--- config.mk ---
export PLATFORM = sky130hd
export DESIGN_NAME = uart_frame_sender_flat
export DESIGN_NICKNAME = d
export VERILOG_FILES = /design/src/rtl/uart_frame_sender_if.sv /design/src/rtl/uart_frame_sender.sv /design/src/flat_wrapper.sv
export SDC_FILE = /design/constraint.sdc
export NUM_CORES = 1
export LEC_CHECK = 0
export ABC_AREA = 0
export ABC_CLOCK_PERIOD_IN_PS = 3480
export CAP_MARGIN = 20
export CELL_PAD_IN_SITES_DETAIL_PLACEMENT = 0
export CELL_PAD_IN_SITES_GLOBAL_PLACEMENT = 1
export CORE_ASPECT_RATIO = 1.1
export CORE_UTILIZATION = 45
export CTS_CLUSTER_SIZE = 28
export DETAILED_ROUTE_END_ITERATION = 10
export PLACE_DENSITY = 0.91
export SYNTH_ARGS = -nofsm -noshare
export SYNTH_HDL_FRONTEND = slang
export SYNTH_SLANG_ARGS = --single-unit
--- constraint.sdc ---
create_clock -name i_clk -period 3.48 [get_ports i_clk]
set_input_delay 0.522 -clock i_clk [delete_from_list [all_inputs] [get_ports i_clk]]
set_output_delay 0.522 -clock i_clk [all_outputs]
set_load 0.005 [all_outputs]
--- src/rtl/uart_frame_sender_if.sv ---
// uart_frame_sender_if: request, result-buffer and UART TX handshake signals
// master is the frame sender side, slave is its environment
interface uart_frame_sender_if #(
   parameter int ADDR_W = 4
);
   logic              i_send;
   logic              o_busy;
   logic              o_frame_done;
   logic              o_error;
   logic              o_rd_en;
   logic [ADDR_W-1:0] o_rd_addr;
   logic [15:0]       i_rd_data;
   logic              o_tx_start;
   logic [7:0]        o_tx_byte;
   logic              i_tx_busy;
   logic              i_tx_done;

   modport master (
      input  i_send, i_rd_data, i_tx_busy, i_tx_done,
      output o_busy, o_frame_done, o_error, o_rd_en, o_rd_addr, o_tx_start, o_tx_byte
   );

   modport slave (
      output i_send, i_rd_data, i_tx_busy, i_tx_done,
      input  o_busy, o_frame_done, o_error, o_rd_en, o_rd_addr, o_tx_start, o_tx_byte
   );
endinterface

--- src/rtl/uart_frame_sender.sv ---
// uart_frame_sender: ships header, count, N_WORDS 16-bit words (MSB first) and
// an XOR checksum over a UART transmitter, one byte per start/done handshake
module uart_frame_sender #(
   parameter int         N_WORDS = 16,
   parameter int         ADDR_W  = 4,
   parameter logic [7:0] HEADER  = 8'hA5,
   parameter int         TIMEOUT = 65535
) (
   input logic                 i_clk,
   input logic                 i_rst_n,
   uart_frame_sender_if.master bus
);
   localparam int             KW      = 9;
   localparam logic [KW-1:0]  LAST_K  = KW'(2 * N_WORDS + 2);
   localparam logic [7:0]     COUNT   = 8'(N_WORDS);
   localparam logic [15:0]    TO_LAST = 16'(TIMEOUT - 1);

   typedef enum logic [2:0] {IDLE, LOAD, LATCH, SEND, WAIT} state_t;

   state_t            state_q, state_d;
   logic [KW-1:0]     k_q, k_d, k_inc, sel_k;
   logic [15:0]       cnt_q, cnt_d, word_q, word_d, cur_word;
   logic [7:0]        cks_q, cks_d, byte_q, byte_d, tx_val;
   logic              busy_q, busy_d, done_q, done_d, err_q, err_d;
   logic              rd_en_q, rd_en_d, start_q, start_d, try_start;
   logic [ADDR_W-1:0] addr_q, addr_d;

   // k_q is the byte being sent; from WAIT the candidate is the following byte
   assign k_inc    = k_q + KW'(1);
   assign sel_k    = (state_q == WAIT) ? k_inc : (state_q == IDLE) ? '0 : k_q;
   assign cur_word = (state_q == LATCH) ? bus.i_rd_data : word_q;
   assign tx_val   = (sel_k == '0) ? HEADER :
                     (sel_k == KW'(1)) ? COUNT :
                     (sel_k == LAST_K) ? cks_q :
                     sel_k[0] ? cur_word[7:0] : cur_word[15:8];

   always_comb begin
      state_d   = state_q;
      k_d       = k_q;
      cnt_d     = cnt_q;
      word_d    = word_q;
      cks_d     = cks_q;
      byte_d    = byte_q;
      busy_d    = busy_q;
      done_d    = 1'b0;
      err_d     = 1'b0;
      rd_en_d   = 1'b0;
      addr_d    = addr_q;
      start_d   = 1'b0;
      try_start = 1'b0;
      case (state_q)
         IDLE: begin
            if (bus.i_send) begin
               busy_d    = 1'b1;
               k_d       = '0;
               cks_d     = 8'h00;
               try_start = 1'b1;
            end
         end
         LOAD: state_d = LATCH;
         LATCH: begin
            word_d    = bus.i_rd_data;
            try_start = 1'b1;
         end
         SEND: try_start = 1'b1;
         WAIT: begin
            if (bus.i_tx_done) begin
               k_d = k_inc;
               if (k_q == LAST_K) begin
                  state_d = IDLE;
                  done_d  = 1'b1;
                  busy_d  = 1'b0;
               end else if (k_q[0] && k_inc != LAST_K) begin
                  state_d = LOAD;
                  rd_en_d = 1'b1;
                  addr_d  = ADDR_W'((k_q - KW'(1)) >> 1);
               end else begin
                  try_start = 1'b1;
               end
            end else if (cnt_q == TO_LAST) begin
               state_d = IDLE;
               err_d   = 1'b1;
               busy_d  = 1'b0;
            end else begin
               cnt_d = cnt_q + 16'd1;
            end
         end
         default: state_d = IDLE;
      endcase
      if (try_start) begin
         state_d = SEND;
         if (!bus.i_tx_busy) begin
            state_d = WAIT;
            start_d = 1'b1;
            byte_d  = tx_val;
            cnt_d   = 16'd0;
            cks_d   = cks_d ^ ((sel_k == '0 || sel_k == LAST_K) ? 8'h00 : tx_val);
         end
      end
   end

   always_ff @(posedge i_clk or negedge i_rst_n) begin
      if (!i_rst_n) begin
         state_q <= IDLE;
         k_q     <= '0;
         cnt_q   <= '0;
         word_q  <= '0;
         cks_q   <= '0;
         byte_q  <= '0;
         busy_q  <= 1'b0;
         done_q  <= 1'b0;
         err_q   <= 1'b0;
         rd_en_q <= 1'b0;
         addr_q  <= '0;
         start_q <= 1'b0;
      end else begin
         state_q <= state_d;
         k_q     <= k_d;
         cnt_q   <= cnt_d;
         word_q  <= word_d;
         cks_q   <= cks_d;
         byte_q  <= byte_d;
         busy_q  <= busy_d;
         done_q  <= done_d;
         err_q   <= err_d;
         rd_en_q <= rd_en_d;
         addr_q  <= addr_d;
         start_q <= start_d;
      end
   end

   assign bus.o_busy       = busy_q;
   assign bus.o_frame_done = done_q;
   assign bus.o_error      = err_q;
   assign bus.o_rd_en      = rd_en_q;
   assign bus.o_rd_addr    = addr_q;
   assign bus.o_tx_start   = start_q;
   assign bus.o_tx_byte    = byte_q;
endmodule
--- src/flat_wrapper.sv ---
// flat-port wrapper written by rule: the top's interface ports become plain ports
module uart_frame_sender_flat 
#(
   parameter int         N_WORDS = 16,
   parameter int         ADDR_W  = 4,
   parameter logic [7:0] HEADER  = 8'hA5,
   parameter int         TIMEOUT = 65535
)
  (i_clk, i_rst_n, bus_i_send, bus_i_rd_data, bus_i_tx_busy, bus_i_tx_done, bus_o_busy, bus_o_frame_done, bus_o_error, bus_o_rd_en, bus_o_rd_addr, bus_o_tx_start, bus_o_tx_byte);
  uart_frame_sender_if #(.ADDR_W(ADDR_W)) bus_i ();
  input logic i_clk;
  input logic i_rst_n;
  input wire logic [$bits(bus_i.i_send)-1:0] bus_i_send;
  input wire logic [$bits(bus_i.i_rd_data)-1:0] bus_i_rd_data;
  input wire logic [$bits(bus_i.i_tx_busy)-1:0] bus_i_tx_busy;
  input wire logic [$bits(bus_i.i_tx_done)-1:0] bus_i_tx_done;
  output wire logic [$bits(bus_i.o_busy)-1:0] bus_o_busy;
  output wire logic [$bits(bus_i.o_frame_done)-1:0] bus_o_frame_done;
  output wire logic [$bits(bus_i.o_error)-1:0] bus_o_error;
  output wire logic [$bits(bus_i.o_rd_en)-1:0] bus_o_rd_en;
  output wire logic [$bits(bus_i.o_rd_addr)-1:0] bus_o_rd_addr;
  output wire logic [$bits(bus_i.o_tx_start)-1:0] bus_o_tx_start;
  output wire logic [$bits(bus_i.o_tx_byte)-1:0] bus_o_tx_byte;
  assign bus_i.i_send = bus_i_send;
  assign bus_i.i_rd_data = bus_i_rd_data;
  assign bus_i.i_tx_busy = bus_i_tx_busy;
  assign bus_i.i_tx_done = bus_i_tx_done;
  assign bus_o_busy = bus_i.o_busy;
  assign bus_o_frame_done = bus_i.o_frame_done;
  assign bus_o_error = bus_i.o_error;
  assign bus_o_rd_en = bus_i.o_rd_en;
  assign bus_o_rd_addr = bus_i.o_rd_addr;
  assign bus_o_tx_start = bus_i.o_tx_start;
  assign bus_o_tx_byte = bus_i.o_tx_byte;
  uart_frame_sender #(.N_WORDS(N_WORDS), .ADDR_W(ADDR_W), .HEADER(HEADER), .TIMEOUT(TIMEOUT)) u_core (.i_clk(i_clk), .i_rst_n(i_rst_n), .bus(bus_i));
endmodule
== Word level (Yosys, flattened, before mapping) ==
Index checks and enable logic that the tools add are counted.

* Flip-flop bits (word level): 69
* Bits of input ports: 21
* Output and inout bits: 17
* Word-level logic and storage cells: 95

* Add/sub/neg operators: 3
* Eq/ne operators: 16
* Muxes and demuxes: 49
* Bitwise gates (word level): 3
* Reduce and logical (&&, ||, !) cells: 12

{| class="wikitable"
|+ Operator list
! kind !! number
|-
| 2-to-1 mux 16 bit || 6
|-
| 2-to-1 mux 8 bit || 9
|-
| 2-to-1 mux 9 bit || 4
|-
| 2-to-1 mux 1 bit || 20
|-
| equality test 9 x 6 -> 1 bit (second input constant) || 2
|-
| 2-to-1 mux 3 bit || 6
|-
| case mux 9 bit (2 select lines) || 1
|-
| adder 16 x 1 -> 16 bit (second input constant) || 1
|-
| equality test 16 bit (second input constant) || 1
|-
| adder 9 x 1 -> 9 bit (second input constant) || 1
|-
| equality test 9 x 1 -> 1 bit (second input constant) || 1
|-
| zero test 9 bit || 1
|-
| inequality test 9 x 6 -> 1 bit (second input constant) || 1
|-
| case mux 3 bit (3 select lines) || 1
|-
| AND reduction 4 bit || 2
|-
| XOR 8 bit || 1
|-
| equality test 3 x 2 -> 1 bit (second input constant) || 2
|-
| inequality test 3 bit (second input constant) || 2
|-
| AND reduction 3 bit || 2
|-
| inequality test 5 x 4 -> 1 bit (second input constant) || 1
|-
| subtractor 5 x 1 -> 5 bit (second input constant) || 1
|-
| inequality test 2 bit (second input constant) || 2
|-
| inequality test 4 x 3 -> 1 bit (second input constant) || 1
|-
| equality test 3 x 1 -> 1 bit (second input constant) || 1
|-
| other kinds (12) || 13
|}

== Depth between registers and ports, before layout ==
Gate-level depths: netlist of the first run.

* Word-level depth: 11
* Gate-level depth with buffers: 10
* Gate-level depth less buffers: 9

== Worst setup path before layout of the first run ==
No wires, ideal clock.

* Path type: reg-to-reg
* Start point: reg u_core.k_q[0]
* End point: reg u_core.cks_q[4]
* Library setup time: 0.128 ns
* Arrival: 2.413 ns
* Path slack: 0.938 ns
* Stages on the path, launching flop included: 10
* Path buffers: 2
* Cell sequence: dfrtp_1 > buf_1 > inv_1 > ha_1 > o41ai_1 > a211oi_1 > a211oi_4 > buf_6 > o2111ai_1 > xor2_1

* Longest elaborated chain between the ends: 10
* Elaborated cells between the ends (all ways): 22
* Those cells by class: add/sub (1); eq/ne (4); mux (13); bitwise (1); reduce/logical (3)

{| class="wikitable"
|+ RTL lines
! what !! RTL line !! source
|-
| from (decl) || uart_frame_sender.sv:21 || <nowiki>logic [KW-1:0] k_q, k_d, k_inc, sel_k;</nowiki>
|-
| from (signal assigned) || uart_frame_sender.sv:118 || <nowiki>k_q <= k_d;</nowiki>
|-
| adder 9 x 1 -> 9 bit / 2-to-1 mux 9 bit (equally long branches) || uart_frame_sender.sv:29, uart_frame_sender.sv:30 ||
|-
| 2-to-1 mux 9 bit || uart_frame_sender.sv:30 || <nowiki>assign sel_k = (state_q == WAIT) ? k_inc : (state_q == IDLE) ? '0 : k_q;</nowiki>
|-
| equality test 9 x 6 -> 1 bit / 2-to-1 mux 8 bit (equally long branches) || uart_frame_sender.sv:34, uart_frame_sender.sv:97, uart_frame_sender.sv:35 ||
|-
| 2-to-1 mux 8 bit || uart_frame_sender.sv:34 || <nowiki>(sel_k == LAST_K) ? cks_q :</nowiki>
|-
| 2-to-1 mux 8 bit || uart_frame_sender.sv:33 || <nowiki>(sel_k == KW'(1)) ? COUNT :</nowiki>
|-
| 2-to-1 mux 8 bit || uart_frame_sender.sv:32 || <nowiki>assign tx_val = (sel_k == '0) ? HEADER :</nowiki>
|-
| 2-to-1 mux 8 bit || uart_frame_sender.sv:97 || <nowiki>cks_d = cks_d ^ ((sel_k == '0 || sel_k == LAST_K) ? 8'h00 : tx_val);</nowiki>
|-
| XOR 8 bit || uart_frame_sender.sv:97 ||
|-
| 2-to-1 mux 8 bit || uart_frame_sender.sv:92 || <nowiki>if (!bus.i_tx_busy) begin</nowiki>
|-
| 2-to-1 mux 8 bit * || uart_frame_sender.sv:90 || <nowiki>if (try_start) begin</nowiki>
|-
| named net u_core.cks_d[4] || uart_frame_sender.sv:23 || <nowiki>logic [7:0] cks_q, cks_d, byte_q, byte_d, tx_val;</nowiki>
|-
| to (signal assigned) || uart_frame_sender.sv:121 || <nowiki>cks_q <= cks_d;</nowiki>
|-
| to (decl) || uart_frame_sender.sv:23 ||
|}

The timed path passes the listed nets; every way through them passes the cells marked *.
A chain may end at the register's enable or synchronous reset.

== Final worst setup path of the first run ==
* Start point: reg u_core.k_q[1]
* End point: reg u_core.byte_q[3] (netlist: u_core.bus.o_tx_byte[3])

* Longest elaborated chain between the ends: 8
* Elaborated cells between the ends (all ways): 17
* Those cells by class: add/sub (1); eq/ne (4); mux (9); reduce/logical (3)

{| class="wikitable"
|+ RTL lines
! what !! RTL line !! source
|-
| adder 9 x 1 -> 9 bit || uart_frame_sender.sv:29 || <nowiki>assign k_inc = k_q + KW'(1);</nowiki>
|-
| inequality test 9 x 6 -> 1 bit || uart_frame_sender.sv:73 || <nowiki>end else if (k_q[0] && k_inc != LAST_K) begin</nowiki>
|-
| logical AND 1 bit || uart_frame_sender.sv:73 ||
|-
| 2-to-1 mux 1 bit || uart_frame_sender.sv:73 ||
|-
| 2-to-1 mux 1 bit || uart_frame_sender.sv:69 || <nowiki>if (k_q == LAST_K) begin</nowiki>
|-
| 2-to-1 mux 1 bit || uart_frame_sender.sv:67 || <nowiki>if (bus.i_tx_done) begin</nowiki>
|-
| case mux 1 bit (3 select lines) || uart_frame_sender.sv:51 || <nowiki>case (state_q)</nowiki>
|-
| AND reduction 2 bit (no line) || - ||
|-
| to (signal assigned) || uart_frame_sender.sv:122 || <nowiki>byte_q <= byte_d;</nowiki>
|-
| to (decl) || uart_frame_sender.sv:23 ||
|}

Parallel ways exist; a longest one is shown, timed or not.

==> results of run 1 <==
[final cells by class]
type / instances / area (um^2) / share of cell area, %
Clock buffer: 11 / 141 / 3.09
Clock inverter: 5 / 83.8 / 1.83
Inverter: 26 / 97.6 / 2.13
Multi-Input combinational cell: 281 / 1960 / 42.8
Sequential cell: 69 / 1730 / 37.7
Tap cell: 111 / 139 / 3.03
Timing Repair Buffer: 46 / 433 / 9.45
[per-layer routing]
layer  wire [um]  part of all wire [%]
met5           0                     0
met4         218                   2.5
met3         408                   4.7
met2        4220                    48
met1        3890                    45
[power groups by stage]
stage          Combinational (uW)  Sequential [uW]  Clock (uW)
2_1_floorplan                1130             1150           0
5_1_grt                      1730             1220         784
4_1_cts                      1580             1190         745
6_report                     1590             1190         731
3_5_place_dp                 1580             1200           0
3_3_place_gp                 1540             1190           0
[cells in the final DEF (no fill, tap or decap), types with 3 or more instances in the layout]
cell             count
and3_1               5
or3_1                7
a31o_1               4
a21oi_1             15
inv_1               25
xor2_1               8
nand3_1             10
a21o_1               6
dfrtp_1             69
clkdlybuf4s50_1     36
o31ai_1              4
o211ai_1             4
nor3b_2              7
nand2_1             38
o21ai_0             26
nand4_1              8
nor3_1               6
clkbuf_8            10
mux2_2              18
o22ai_1              4
nor2_1              25
nand2b_1             3
ha_1                 6
and2_1               6
buf_4                9
nor2b_1              7
o2bb2ai_1            3
nor4_1               3
xnor2_1             12
[sequential cells by signal, summed over array words and instances, names as in the netlist, 3 cells and up]
register	count
u_core.state_q	3
u_core.bus.o_tx_byte	8
u_core.bus.o_rd_addr	4
u_core.cnt_q	16
u_core.k_q	9
u_core.word_q	16
u_core.cks_q	8
[critical path, delay by kind of cell (launching register included)]
kind	cells	cell delay (ns)
flip-flops	1	0.50
adder cells (fa/ha/maj)	1	0.41
buffers and inverters	1	0.19
AO/OA/AOI/OAI	4	1.38
AND/OR/NAND/NOR	2	0.40
[path summary, 6_finish.rpt]
check | end | slack [ns] | cells past startpoint
max | u_core.bus.o_tx_byte[3] | 0.48 | 8
min | u_core.cnt_q[8] | 0.12 | 1
max reg2reg | u_core.bus.o_tx_byte[3] | 0.48 | 8
min reg2reg | u_core.word_q[4] | 0.50 | 1
max in group asynchronous | u_core.word_q[10] | 2.36 | 2
min in group i_clk | u_core.word_q[4] | 0.50 | 1
[cells by family after synthesis]
group                      count (synthesis)  synth area share (%)
muxes                                     20                  5.71
and+or+nand+nor                          138                  20.0
AOI/OAI and AO/OA                         97                  17.8
adders and majority gates                  6                  1.92
xor gates and xnor gates                  20                  4.49
buffers and inverters                     50                  5.81
DFF                                       69                  44.3
[stage by stage]
stage / cells / worst slack, ns
after floorplan: 400 / 0.938
after global placement: 533 / 0.623
after detailed placement: 533 / 0.494
after CTS: 549 / 0.518
after global routing: 549 / 0.196
final: 549 / 0.478
==> results.tsv, run 1 <==
metric	value	unit
status	complete, no violations	
WHS	0.123	ns
sequential area share after synthesis	44.3	%
Num Clock Sinks	69	
Worst Hold Class	in2async	
diodes inserted	0	
Worst Path Required	3.70	ns
static leakage	0.00186	uW
Slew HR	51.4	%
Async SR Flop Fraction	100	%
most common cell in the synthesized netlist	dfrtp_1	
Port Buf Inserts	37	
layout cells sized above 1	15.3	%
largest net degree at the start of global routing	49	
share of the synthesized area in the top cell type	44.3	%
Via-to-Cell Ratio	5.54	
prevailing post-synth register cell	dfrtp_1	
Reg power frac	34.0	%
via count	3041	
Final Skew	0.00919	ns
Post-synth EDFFs	0	
# IOs	38	
DP HPWL	6180	um
post-synth cell types	68	
layer with the highest usage	met2	
first-pass GRT wire length	14700	um
initial antenna violation count	0	
Synth warnings	0	
fin nets	460	
RSZ-0062 raised after global routing	false	
H-tree lvl count	3	
Layout Area Growth over Synthesis	17.4	%
cts bufs inserted	9	
core area	8410	um^2
global route overflow	0	
# setup viols final	0	
met3 usage	4.05	%
CP cell instances	ha_1, nand3_1, a2111oi_0, o22ai_2, a211oi_4, inv_1, and2_1, o2bb2ai_1	
Max Fanout on Critical Path	11	
Die X	90.8	um
Clock Latency Late Sink	0.34	ns
synth cell count leaders	dfrtp_1, nand2_1, o21ai_0, inv_1, nor2_1	
Sw Pwr	1330	uW
Post-Syn Area per Cell	9.75	um^2
Core Util, Final	54.5	%
FF-to-FF Start	u_core.k_q[1]	
post-CTS sizing	0	
First-pass DRT Iterations	4	
Final period util	86.3	%
largest cells by area after synthesis	dfrtp_1, mux2_2, nand2_1	
CTS Hold Buffers Added	0	
Root Buffer	clkbuf_8	
fillers	750	
Final Wtd Congestion	0.844	
crit path launch type	flop	
wire per inst	15.9	um
drt drc	0	
clock share of power	20.8	%
Total Power	3510	uW
1st-iter DRT viols	214	
Fmax achieved	333	MHz
CTS tree	yes	
CP arrival	3.23	ns
most area-hungry cell type in the Yosys netlist	dfrtp_1	
combinational share of power	45.2	%
Final Hold Viols	0	
peak supply drop	0.000567	V
Syn Nets	427	
starting density of the core	46.4	%
CP Class	reg2reg	
max-slew violations	0	
CTS Buffer Depth	2	
FF+latch count, synth	69	
number of cell rows	35	
Post-CTS Setup Inserts	0	
Clk pin slew, worst setup/hold paths	0.08	ns
Int Power	2180	uW
max-capacitance violation count	0	
crit path from	u_core.k_q[1]	
Netlist Area Pre-Place	3900	um^2
post-route setup TNS	0	ns
Worst Tran Pin Value	0.727	ns
met2 usage	33.1	%
vias in the first global route	2945	
PD cells	766	nW/um^2
antenna-violating nets left	0	
die height	99.6	um
Setup crit end kind	flop	
total track usage	20.8	%
Placed Area	4350	um^2
final instance area	4580	um^2
Total Wirelength	8740	um
Sw Share	37.9	%
slowest CP cell	a211oi_4	
Final min period	3.00	ns
die area	9040	um^2
Max stage delay on crit path	0.54	ns
met1 Use GR	27.4	%
Cells after Synth	400	
Power figures use the tool's default switching activity.
==> run 2, diff against run 1 <==
--- a/config.mk
+++ b/config.mk
@@ -15,6 +15,8 @@
 export CTS_CLUSTER_SIZE = 28
 export DETAILED_ROUTE_END_ITERATION = 10
 export PLACE_DENSITY = 0.91
+export REMOVE_ABC_BUFFERS = 1
+export SKIP_CTS_REPAIR_TIMING = 1
 export SYNTH_ARGS = -nofsm -noshare
 export SYNTH_HDL_FRONTEND = slang
 export SYNTH_SLANG_ARGS = --single-unit
==> results.tsv, run 2 (synthesis results as in run 1) <==
metric	value	unit	change
Setup crit end kind	flop		
CP Class	reg2reg		
vias in the first global route	3008		+2.1%
cts bufs inserted	9		unchanged
die area	9040	um^2	unchanged
via count	3063		+0.72%
# IOs	38		unchanged
Via-to-Cell Ratio	5.57		+0.54%
post-route setup TNS	0	ns	unchanged
starting density of the core	46.4	%	unchanged
Final period util	80.2	%	-6.1 points
diodes inserted	0		unchanged
DP Worst Slack	0.682	ns	+0.188 ns
Die X	90.8	um	unchanged
max-slew violations	0		unchanged
die height	99.6	um	unchanged
crit path launch type	flop		
global route overflow	0		unchanged
slowest CP cell	dfrtp_1		
status	complete, no violations		
first-pass GRT wire length	14100	um	-3.8%
Finished Layout Cells	550		+0.18%
Clk pin slew, worst setup/hold paths	0.08	ns	about the same
Slew HR	42.2	%	-9.3 points
CP cell instances	nand2_2, a2111oi_0, o22ai_2, a211oi_4, buf_4, a21oi_2, o221ai_2, o21a_1		
Worst Hold Class	in2async		
antenna-violating nets left	0		unchanged
final instance area	4550	um^2	-0.57%
# setup viols final	0		unchanged
1st-iter DRT viols	136		-36%
H-tree lvl count	3		unchanged
DP HPWL	5660	um	-8.5%
Max stage delay on crit path	0.67	ns	+0.13 ns
Final min period	2.79	ns	-0.211 ns
number of cell rows	35		unchanged
peak supply drop	0.000324	V	-43%
drt drc	0		unchanged
static leakage	0.00185	uW	-0.49%
Max Fanout on Critical Path	19		+8
CTS tree	yes		
most frequent cells in the layout	dfrtp_1, nand2_1, clkdlybuf4s50_1, o21ai_0		
Largest regs	u_core.cnt_q x16, u_core.word_q x16, u_core.k_q x9		
Total Wirelength	8220	um	-5.9%
RSZ-0062 raised after global routing	false		
Root Buffer	clkbuf_8		
Placed Area	4360	um^2	+0.17%
layout cells sized above 1	15.5	%	+0.19 points
Worst Tran Pin Value	0.867	ns	+0.140 ns
Total Power	3360	uW	-4.2%
Clock Latency Late Sink	0.35	ns	about the same
Final Hold Viols	0		unchanged
Fmax achieved	358	MHz	+7.6%
max-capacitance violation count	0		unchanged
wire per inst	14.9	um	-6.1%
Layout Area Growth over Synthesis	16.7	%	
Final Skew	0.00885	ns	-0.000348 ns
fin nets	461		+0.22%
largest net degree at the start of global routing	70		+43%
CTS Buffer Depth	2		unchanged
Port Buf Inserts	37		unchanged
fillers	745		-0.67%
First-pass DRT Iterations	4		unchanged
Worst Path Required	3.77	ns	+0.07 ns
commonest non-fill, non-tap cell in the layout	dfrtp_1		
Final Wtd Congestion	0.896		+6.2%
placed cell count	534		+0.19%
initial antenna violation count	0		unchanged
Final WS setup	0.689	ns	+0.211 ns
total track usage	19.6	%	-1.2 points
Num Clock Sinks	69		unchanged
CP arrival	3.08	ns	-0.15 ns
core area	8410	um^2	unchanged
PD cells	738	nW/um^2	-3.6%
[run 2: critical path, delay by kind of cell, from the launching register on]
kind	cells	cell delay [ns]
compound gates	6	1.61
simple gates	1	0.18
flops	1	0.67
buf+inv	1	0.25
[run 2: layout make-up]
class / count / area [um^2] / area share (%)
Inverter: 26 / 97.6 / 2.14
Clock buffer: 10 / 128 / 2.80
Multi-Input combinational cell: 281 / 1960 / 43.0
Tap cell: 111 / 139 / 3.05
Sequential cell: 69 / 1730 / 37.9
Timing Repair Buffer: 47 / 440 / 9.67
Clock inverter: 6 / 63.8 / 1.40
[run 2: metal layers]
metal	wire, um	track usage, %	share of wire (%)	up-vias
met5	0	0	0	-
met4	119	9.31	1.4	0
met3	425	3.29	5.2	10
met2	3990	33.3	48	78
met1	3690	24.4	45	1489
li1	-	-	-	1486
[run 2: worst paths after layout]
check                                       start                      end  slack (ns)  depth (start not counted)
worst min register to register  u_core.word_q[10]        u_core.word_q[10]        0.50                          1
max in group asynchronous                 i_rst_n            u_core.k_q[7]        2.55                          2
worst max register to register      u_core.k_q[3]  u_core.bus.o_tx_byte[7]        0.69                          8
worst min-delay path                      i_rst_n        u_core.word_q[11]        0.35                          2
min in group i_clk              u_core.word_q[10]        u_core.word_q[10]        0.50                          1
worst max-delay path                u_core.k_q[3]  u_core.bus.o_tx_byte[7]        0.69                          8
[run 2: where the power goes]
group          internal, uW  switching (uW)  total [uW]  leakage [uW]
Clock                   329             315         644     0.0000923
Sequential             1040             140        1180      0.000897
Combinational           710             829        1540      0.000864
[run 2: metrics by stage]
step	util [%]	hold slack (ns)
floorplan	-	0.226
global placement	51.9	0.477
detailed placement	51.9	0.485
CTS	54.2	0.393
global route	54.2	0.427
finish	54.2	0.348
